## config.mk

```make
export PLATFORM = sky130hd
export DESIGN_NAME = trig_conditioner
export DESIGN_NICKNAME = d
export VERILOG_FILES = /design/src/rtl/trig_conditioner.sv
export SDC_FILE = /design/constraint.sdc
export NUM_CORES = 1
export LEC_CHECK = 0
export ABC_AREA = 1
export CORE_ASPECT_RATIO = 1.5
export CORE_UTILIZATION = 51
export CTS_CLUSTER_DIAMETER = 60
export DETAILED_ROUTE_END_ITERATION = 10
export GPL_ROUTABILITY_DRIVEN = 0
export PLACE_DENSITY = 0.87
export SKIP_CTS_REPAIR_TIMING = 1
export SLEW_MARGIN = 20
export SYNTH_ARGS = -nofsm -noshare
export SYNTH_HDL_FRONTEND = slang
export SYNTH_SLANG_ARGS = --single-unit
```

## constraint.sdc

```tcl
create_clock -name CLK -period 1.35 [get_ports CLK]
set_input_delay 0.27 -clock CLK [delete_from_list [all_inputs] [get_ports CLK]]
set_output_delay 0.27 -clock CLK [all_outputs]
set_load 0.01 [all_outputs]
```

## src/rtl/trig_conditioner.sv

```systemverilog
// Trigger input conditioner: synchronises and debounces a raw input, detects the selected
// edge, and issues a one-cycle TRG_ONE with optional retrigger holdoff and a saturating count.
module trig_conditioner #(
    parameter logic [15:0] DB_CYCLES = 16'd16,
    parameter logic [7:0]  HOLDOFF   = 8'd0
) (
    input  logic       CLK,
    input  logic       R_N,
    input  logic       BTN,
    input  logic       EN,
    input  logic [1:0] EDGE_SEL,
    input  logic       CLR_CNT,
    output logic       TRG_ONE,
    output logic       LEVEL,
    output logic       BUSY,
    output logic [7:0] CNT
);

    localparam logic [15:0] DB_LAST = DB_CYCLES - 16'd1;

    logic        s1;
    logic        s2;
    logic        level_d;
    logic [15:0] db_cnt;
    logic [7:0]  hold_cnt;
    logic        rise;
    logic        fall;
    logic        ev;
    logic        fire;

    always_ff @(posedge CLK or negedge R_N) begin
        if (!R_N) begin
            s1 <= 1'b0;
            s2 <= 1'b0;
        end else begin
            s1 <= BTN;
            s2 <= s1;
        end
    end

    // Any synchronised sample that agrees with LEVEL restarts the debounce count.
    always_ff @(posedge CLK or negedge R_N) begin
        if (!R_N) begin
            LEVEL   <= 1'b0;
            level_d <= 1'b0;
            db_cnt  <= 16'd0;
        end else begin
            level_d <= LEVEL;
            if (s2 == LEVEL) begin
                db_cnt <= 16'd0;
            end else if (db_cnt == DB_LAST) begin
                LEVEL  <= s2;
                db_cnt <= 16'd0;
            end else begin
                db_cnt <= db_cnt + 16'd1;
            end
        end
    end

    always_comb begin
        rise = LEVEL & ~level_d;
        fall = ~LEVEL & level_d;
        case (EDGE_SEL)
            2'b00:   ev = rise;
            2'b01:   ev = fall;
            2'b10:   ev = rise | fall;
            default: ev = 1'b0;
        endcase
        fire = ev & EN & (hold_cnt == 8'd0);
    end

    // Edges arriving while the holdoff window is open are dropped, never queued.
    always_ff @(posedge CLK or negedge R_N) begin
        if (!R_N) begin
            TRG_ONE  <= 1'b0;
            hold_cnt <= 8'd0;
        end else begin
            TRG_ONE <= fire;
            if (fire) begin
                hold_cnt <= HOLDOFF;
            end else if (hold_cnt != 8'd0) begin
                hold_cnt <= hold_cnt - 8'd1;
            end
        end
    end

    // Clear wins over a trigger issued on the same edge.
    always_ff @(posedge CLK or negedge R_N) begin
        if (!R_N) begin
            CNT <= 8'd0;
        end else if (CLR_CNT) begin
            CNT <= 8'd0;
        end else if (fire && (CNT != 8'hFF)) begin
            CNT <= CNT + 8'd1;
        end
    end

    assign BUSY = (hold_cnt != 8'd0);

endmodule

```

==> results of run 1 <==
-- routing by layer --
layer / part of all wire (%) / up-vias / GRT usage (%)
met5: 0 / - / 0
met4: 4.7 / 0 / 13.9
met3: 5.3 / 35 / 4.95
met2: 54 / 110 / 46.0
met1: 36 / 996 / 29.1
li1: - / 943 / -
-- where the power goes --
part           switching [mW]  leakage [nW]  internal [mW]  total, mW
clock network           0.422        0.0585          0.602       1.02
logic                   0.525          1.01          0.568       1.09
registers               0.108         0.489           1.25       1.36
total                    1.06          1.56           2.42       3.47
-- synth_stat cells, drive strengths merged --
master / instances
o21bai: 1
inv: 31
nand3: 27
nand2: 60
ha: 5
a21oi: 4
o21ai: 2
o22ai: 1
nor3b: 2
nor3: 8
nor2: 52
dfrtp: 37
xnor2: 5
xor2: 13
nand4: 5
clkbuf: 2
nand3b: 1
-- cells in the final DEF (no fill, tap or decap), drive strengths merged --
cell type,count
a21oi,4
buf,41
bufinv,1
clkbuf,8
clkdlybuf4s50,5
dfrtp,37
dlygate4sd3,1
dlymetal6s2s,10
ha,5
inv,31
nand2,60
nand3,27
nand3b,1
nand4,6
nor2,52
nor3,8
nor3b,2
o21ai,2
o21bai,1
o22ai,1
xnor2,5
xor2,13
-- worst max-delay path: cells and delay by family, from the launching register on --
| kind | cells | cell delay, ns |
|---|---|---|
| buffers and inverters | 1 | 0.16 |
| flip-flops | 1 | 0.38 |
| AND/OR/NAND/NOR | 7 | 0.69 |
| adder cells (fa/ha/maj) | 1 | 0.21 |
-- cell type report --
| class | instances | area [µm²] |
|---|---|---|
| Fill cell | 204 | 853 |
| Tap cell | 43 | 53.8 |
| Clock inverter | 1 | 30.0 |
| Timing Repair Buffer | 58 | 520 |
| Sequential cell | 37 | 928 |
| Multi-Input combinational cell | 187 | 1160 |
| Clock buffer | 7 | 86.3 |
| Inverter | 31 | 116 |
-- worst max path at each step --
| stage | end | cells after the start |
|---|---|---|
| 2_1_floorplan | hold_cnt[3] | 7 |
| 3_3_place_gp | BUSY | 6 |
| 3_5_place_dp | BUSY | 6 |
| 4_1_cts | BUSY | 6 |
| 5_1_grt | CNT[6] | 10 |
| 6_report | CNT[6] | 9 |
-- state kept, by name, indices dropped and copies added, names as in the netlist --
name,count
LEVEL,1
hold_cnt,8
CNT,8
db_cnt,16
s1,1
level_d,1
s2,1
TRG_ONE,1
-- cells by family after synthesis --
group / share of synthesized area [%]
simple gates: 35.7
flops: 45.3
compound gates: 2.14
buf+inv: 6.06
xor+xnor: 7.72
fa+ha+maj: 3.06
-- per-stage QoR --
stage	total power, mW	worst slack, ns
final	3.47	-0.204
after global routing	3.64	-0.269
after CTS	3.23	-0.588
after global placement	2.19	-0.218
after detailed placement	2.25	-0.262
after floorplan	1.81	-0.0253
==> impl_metrics.tcl, run 1 <==
set metrics [dict create \
    status "finished, violations left" \
    failed_checks "negative setup slack" \
    cts_num_sinks 37 \
    die_area_um2 4270 \
    drv_slew 0 \
    drv_cap 0 \
    place_area_um2 2540 \
    worst_hold_slack_ns 0.364 \
    tightest_slew_ns 0.365 \
    ys_seq_elements 37 \
    clock_skew_ns 0.00495 \
    powerDensity_nw_per_um2 1200 \
    drtIter0Drc 128 \
    rr_startpoint "CNT[1]" \
    wirelength_um 6330 \
    dp_hpwl_um 3550 \
    syn-num-nets 268 \
    cts.clk_slew.worst_paths_ns 0.07 \
    fp.dieW_um 53.7 \
    slew-limit-headroom_pct 75.7 \
    crit_path_frequent_cell "nand2_1" \
    startpoint "CNT[1]" \
    start_util_pct 54.5 \
    rows 27 \
    grt_pass1_wl_um 8120 \
    synth_area_um2 2040 \
    critPathMaxStageDelay_ns 0.38 \
    fin_nets 332 \
    hold_depth 0 \
    clk_latency_ns 0.30 \
    via_count 2084 \
    setup_slack_ns -0.204 \
    r2r_cells 9 \
    cp-end-kind "flip-flop" \
    ir_drop_mv 1.44 \
    r2r_slack_ns -0.20 \
    numCtsBuffers 5 \
    fin_crit_ns 1.55 \
    grt_pass1_vias 1914 \
    ys_top_cells_by_area "dfrtp_1, nand2_1, nor2_1, nand3_1, xor2_1" \
    finalSetupViolCount 14 \
    drt_first_pass_iters 5 \
    ys_seq_area_share_pct 45.3 \
    cts-root-buf "clkbuf_8" \
    ant_nets 0 \
    areaGrowthSynthToFinish_pct 41.8 \
    cts_buffer_depth 2 \
    grt_usage_pct 26.5 \
    cp_slowest_cell "dfrtp_1" \
    arrival_ns 1.75 \
    wl_per_cell_um 17.4 \
    fin_area_um2 2900 \
    holdCritStartpoint "s1" \
    synthCells 256 \
    fin_util_pct 77.2 \
    hold_end "s2" \
    synth_top_area_share_pct 45.3 \
    hold_viol_final 0 \
    coreArea_um2 3750 \
    grt_max_degree 24 \
    path_max_fanout 3 \
    drive_gt1_share_pct 29.3 \
    startpoint_type "flip-flop" \
    crit_type "flip-flop to flip-flop" \
    htreeDepth 2 \
    yosysTopAreaCell "dfrtp_1" \
    remaining_drc_errors 0 \
    placed_cells 346 \
    viasPerCell 5.73 \
    path_cells "ha_1 > nand3_1 > buf_4 > nor2_2 > nand3_1 > nand2_1 > nor2_1 > nand2_1 > nand2_1" \
    fin_crit_sh_pct 115 \
    diodes 0 \
    final_cells 364 \
    timing.rr.end "CNT[6]" \
    antenna_found_initial 0 \
    rsz0062_at_grt "yes" \
    required_ns 1.55 \
    cts_tree "yes" \
    portBuffers 17 \
    p_leak_nw 1.56 \
    die_h_um 79.5 \
    finalSetupTns_ns -1.72 \
    max_freq_ghz 0.644 \
    synth.distinct_cells 26 \
    syn_avg_cell_area_um2 7.98 \
    hold_path.class "flip-flop to flip-flop" \
    grt_remaining_overflow 0 \
    io_pins 18 \
    yosysWarnings 0 \
]
Power figures use the tool's default switching activity.
==> inputs of run 2 (changes only) <==
- CORE_UTILIZATION: 51 -> 28
- PLACE_DENSITY: 0.87 -> 0.58
==> impl_metrics.tcl, run 2 (synthesized netlist as in run 1, its figures left out) <==
set metrics [dict create \
    arrival_ns 1.25 \
    drv_slew 0 \
    hold_path.class "flip-flop to flip-flop" \
    coreArea_um2 6940 \
    final_common_cell "nand2_1" \
    failed_checks "negative setup slack" \
    ant_nets 0 \
    hold_depth 0 \
    sequentialPowerShare_pct 41.7 \
    diodes 0 \
    drtIter0Drc 89 \
    die_area_um2 7650 \
    io_pins 18 \
    grt_pass1_vias 1747 \
    viasPerCell 4.60 \
    cts-root-buf "clkbuf_8" \
    dp_hpwl_um 3540 \
    portBuffers 17 \
    tightest_slew_ns 0.293 \
    combPwrFrac_pct 31.6 \
    rsz0062_at_grt "yes" \
    cts.clk_slew.worst_paths_ns 0.07 \
    grt_max_degree 19 \
    slew-limit-headroom_pct 80.5 \
    setup_slack_ns -0.171 \
    cts_num_sinks 37 \
    htreeDepth 2 \
    p_leak_nw 1.55 \
    remaining_drc_errors 0 \
    max_freq_ghz 0.657 \
    r2r_cells 8 \
    start_util_pct 29.4 \
    die_h_um 107 \
    wl_per_cell_um 12.0 \
    reg.largest.list "db_cnt x16, CNT x8, hold_cnt x8" \
    numCtsBuffers 5 \
    clk_latency_ns 0.29 \
    fin_area_um2 2910 \
    startpoint_type "flip-flop" \
    power.total_mw 3.22 \
    finalSetupTns_ns -1.04 \
    layout_common_cells "nand2_1, nor2_1, dfrtp_1, buf_4, inv_1" \
    fin_crit_sh_pct 113 \
    drive_gt1_share_pct 29.3 \
    ir_drop_mv 0.943 \
    fp.dieW_um 71.8 \
    switching_share_pct 30.5 \
    cts_buffer_depth 2 \
    grt_usage_pct 13.1 \
    crit_type "flip-flop to output port" \
    cts_tree "yes" \
    areaGrowthSynthToFinish_pct 42.6 \
    fin_crit_ns 1.52 \
    hold_viol_final 0 \
    required_ns 1.08 \
    drv_cap 0 \
    grt_remaining_overflow 0 \
    antenna_found_initial 0 \
    regMostFlops "db_cnt" \
    fin_util_pct 42.0 \
    switchingPower_mw 0.982 \
    powerDensity_nw_per_um2 1100 \
    clock_skew_ns 0.00829 \
    via_count 1816 \
    cp-end-kind "output port" \
    rows 37 \
    power_frac_clock_pct 26.8 \
    finalSetupViolCount 9 \
    place_area_um2 2610 \
    fin_nets 328 \
    wirelength_um 4730 \
    drt_first_pass_iters 4 \
    status "finished, violations left" \
    grt_pass1_wl_um 7810 \
    largest_register_ff_count 16 \
    path_max_fanout 2 \
    r2r_slack_ns -0.14 \
    power.internal_mw 2.24 \
]
[run 2: cell types whose count changed in the layout (fill, tap and decap cells not counted), sizes merged]
| cell | previous run | this run |
|---|---|---|
| clkinv | 0 | 1 |
| clkbuf | 8 | 7 |
| dlymetal6s2s | 10 | 12 |
| buf | 41 | 37 |
| clkdlybuf4s50 | 5 | 4 |
| bufinv | 1 | 0 |
[run 2: layer usage]
metal  vias to the layer above  part of all wire (%)  GRT usage [%]
met4                         0                   1.8           4.62
li1                        926                     -              -
met3                         8                   3.0           2.54
met1                       844                    42           15.3
met2                        38                    53           23.5
met5                         -                     0              0
[run 2: worst max-delay path, stage by stage (launching register included)]
cell	delay, ns
dfrtp_1	0.38
nor2_1	0.16
nand2_2	0.13
nor2_8	0.10
inv_2	0.04
dlymetal6s2s_1	0.16
[run 2: path summary, 6_finish.rpt]
kind / to / from
worst max-delay path: BUSY / hold_cnt[5]
worst min-delay path: s2 / s1
worst max register to register: CNT[3] / LEVEL
worst min register to register: s2 / s1
max in group asynchronous: hold_cnt[7] / R_N
min in group asynchronous: db_cnt[7] / R_N
[run 2: layout make-up]
cell class | instances | area [µm²]
Inverter | 31 | 119
Clock buffer | 7 | 96.3
Timing Repair Buffer | 54 | 508
Clock inverter | 1 | 5.00
Tap cell | 78 | 97.6
Fill cell | 723 | 4030
Multi-Input combinational cell | 187 | 1160
Sequential cell | 37 | 928
[run 2: stage by stage]
step                      worst slack (ns)  std cells  hold slack [ns]
final                               -0.171        395            0.366
after global routing                -0.241        395            0.374
after CTS                           -0.554        390           -0.141
after detailed placement            -0.262        382            0.175
after global placement              -0.231        382            0.173
after floorplan                    -0.0253        256          -0.0256
[run 2: power groups by stage]
stage | clock (mW) | sequential, mW | combinational (mW)
after floorplan | 0 | 1.37 | 0.440
after global placement | 0 | 1.35 | 0.886
after detailed placement | 0 | 1.35 | 0.900
after CTS | 0.888 | 1.33 | 0.904
after global routing | 0.938 | 1.35 | 1.10
final | 0.862 | 1.34 | 1.02
==> inputs of run 3 (changes only) <==
- MAX_ROUTING_LAYER: not set -> met4
- SKIP_LAST_GASP: not set -> 1
==> impl_metrics.tcl, run 3 (synthesized netlist as in run 1, its figures left out) <==
set metrics [dict create \
    die_h_um 107 \
    grt_usage_pct 13.4 \
    hold_path.class "flip-flop to flip-flop" \
    power.internal_mw 2.24 \
    cts.clk_slew.worst_paths_ns 0.07 \
    ir_drop_mv 0.942 \
    cts-root-buf "clkbuf_8" \
    path_cells "nor2_1 > nand2_2 > nor2_8 > inv_2 > dlymetal6s2s_1" \
    wl_per_cell_um 12.0 \
    numCtsBuffers 5 \
    clock_skew_ns 0.00748 \
    fin_crit_sh_pct 113 \
    fp.dieW_um 71.8 \
    cp_slowest_cell "dfrtp_1" \
    switching_share_pct 30.6 \
    drv_cap 0 \
    diodes 0 \
    combPwrFrac_pct 31.6 \
    path_max_fanout 2 \
    largest_register_ff_count 16 \
    via_count 1799 \
    fin_nets 328 \
    grt_max_degree 19 \
    switchingPower_mw 0.984 \
    cts_tree "yes" \
    io_pins 18 \
    grt_pass1_wl_um 7820 \
    remaining_drc_errors 0 \
    slew-limit-headroom_pct 80.5 \
    drv_slew 0 \
    powerDensity_nw_per_um2 1110 \
    portBuffers 17 \
    clk_latency_ns 0.29 \
    areaGrowthSynthToFinish_pct 42.5 \
    fin_crit_ns 1.52 \
    finalSetupViolCount 9 \
    cts_num_sinks 37 \
    coreArea_um2 6940 \
    drive_gt1_share_pct 29.3 \
    power_frac_clock_pct 26.8 \
    final_cells 395 \
    start_util_pct 29.4 \
    viasPerCell 4.55 \
    die_area_um2 7650 \
    max_freq_ghz 0.656 \
    layout_common_cells "nand2_1, nor2_1, dfrtp_1, buf_4, inv_1" \
    placed_cells 382 \
    htreeDepth 2 \
    critPathMaxStageDelay_ns 0.38 \
    regMostFlops "db_cnt" \
    crit_type "flip-flop to output port" \
    grt_remaining_overflow 0 \
    failed_checks "negative setup slack" \
    tightest_slew_ns 0.293 \
    final_common_cell "nand2_1" \
    status "finished, violations left" \
    grt_pass1_vias 1748 \
    worst_hold_slack_ns 0.366 \
    p_leak_nw 1.54 \
    dp_hpwl_um 3540 \
    hold_viol_final 0 \
    rows 37 \
    reg.largest.list "db_cnt x16, CNT x8, hold_cnt x8" \
    arrival_ns 1.25 \
    startpoint_type "flip-flop" \
    antenna_found_initial 0 \
    sequentialPowerShare_pct 41.6 \
    ant_nets 0 \
    rsz0062_at_grt "yes" \
    cp-end-kind "output port" \
    drtIter0Drc 73 \
    setup_slack_ns -0.174 \
    wirelength_um 4740 \
    cts_buffer_depth 2 \
    drt_first_pass_iters 4 \
    required_ns 1.08 \
]
## run 3: per-layer routing
metal	GRT usage [%]	vias to the layer above	wire length (µm)
met5	-	-	0
met4	4.62	0	88
met3	2.54	8	123
met2	23.2	27	2510
met1	15.4	838	2030
li1	-	926	-
## run 3: cell type report
type / count / area (µm²)
Multi-Input combinational cell: 187 / 1160
Sequential cell: 37 / 928
Timing Repair Buffer: 54 / 505
Inverter: 31 / 119
Clock inverter: 1 / 5.00
Tap cell: 78 / 97.6
Fill cell: 723 / 4030
Clock buffer: 7 / 96.3
## run 3: per-stage QoR
stage               setup WS, ns  utilization, %  total power [mW]  TNS (ns)  instance area [µm²]
floorplan                -0.0253               -              1.81    -0.149                 2080
global placement          -0.231            37.6              2.24     -2.85                 2610
detailed placement        -0.262            37.6              2.25     -3.29                 2610
CTS                       -0.554            39.0              3.13     -3.54                 2710
global route              -0.241            41.9              3.40     -1.88                 2910
finish                    -0.174            41.9              3.22     -1.03                 2910
## run 3: critical path, delay by kind of cell (launching register included)
| family | cells | cell delay (ns) |
|---|---|---|
| and+or+nand+nor | 3 | 0.39 |
| DFF | 1 | 0.38 |
| buffers and inverters | 2 | 0.20 |
## run 3: worst paths after layout
kind	cells after the start	slack, ns	from	endpoint
worst max register to register	8	-0.14	LEVEL	CNT[3]
min in group asynchronous	2	0.40	R_N	db_cnt[7]
worst min register to register	0	0.37	s1	s2
max in group asynchronous	3	0.52	R_N	level_d
worst max-delay path	5	-0.17	hold_cnt[5]	BUSY
worst min-delay path	0	0.37	s1	s2
## run 3: power by group through the flow
stage	logic, mW	clock network (mW)	registers, mW
3_3_place_gp	0.886	0	1.35
5_1_grt	1.10	0.939	1.35
2_1_floorplan	0.440	0	1.37
6_report	1.02	0.864	1.34
4_1_cts	0.904	0.888	1.33
3_5_place_dp	0.900	0	1.35
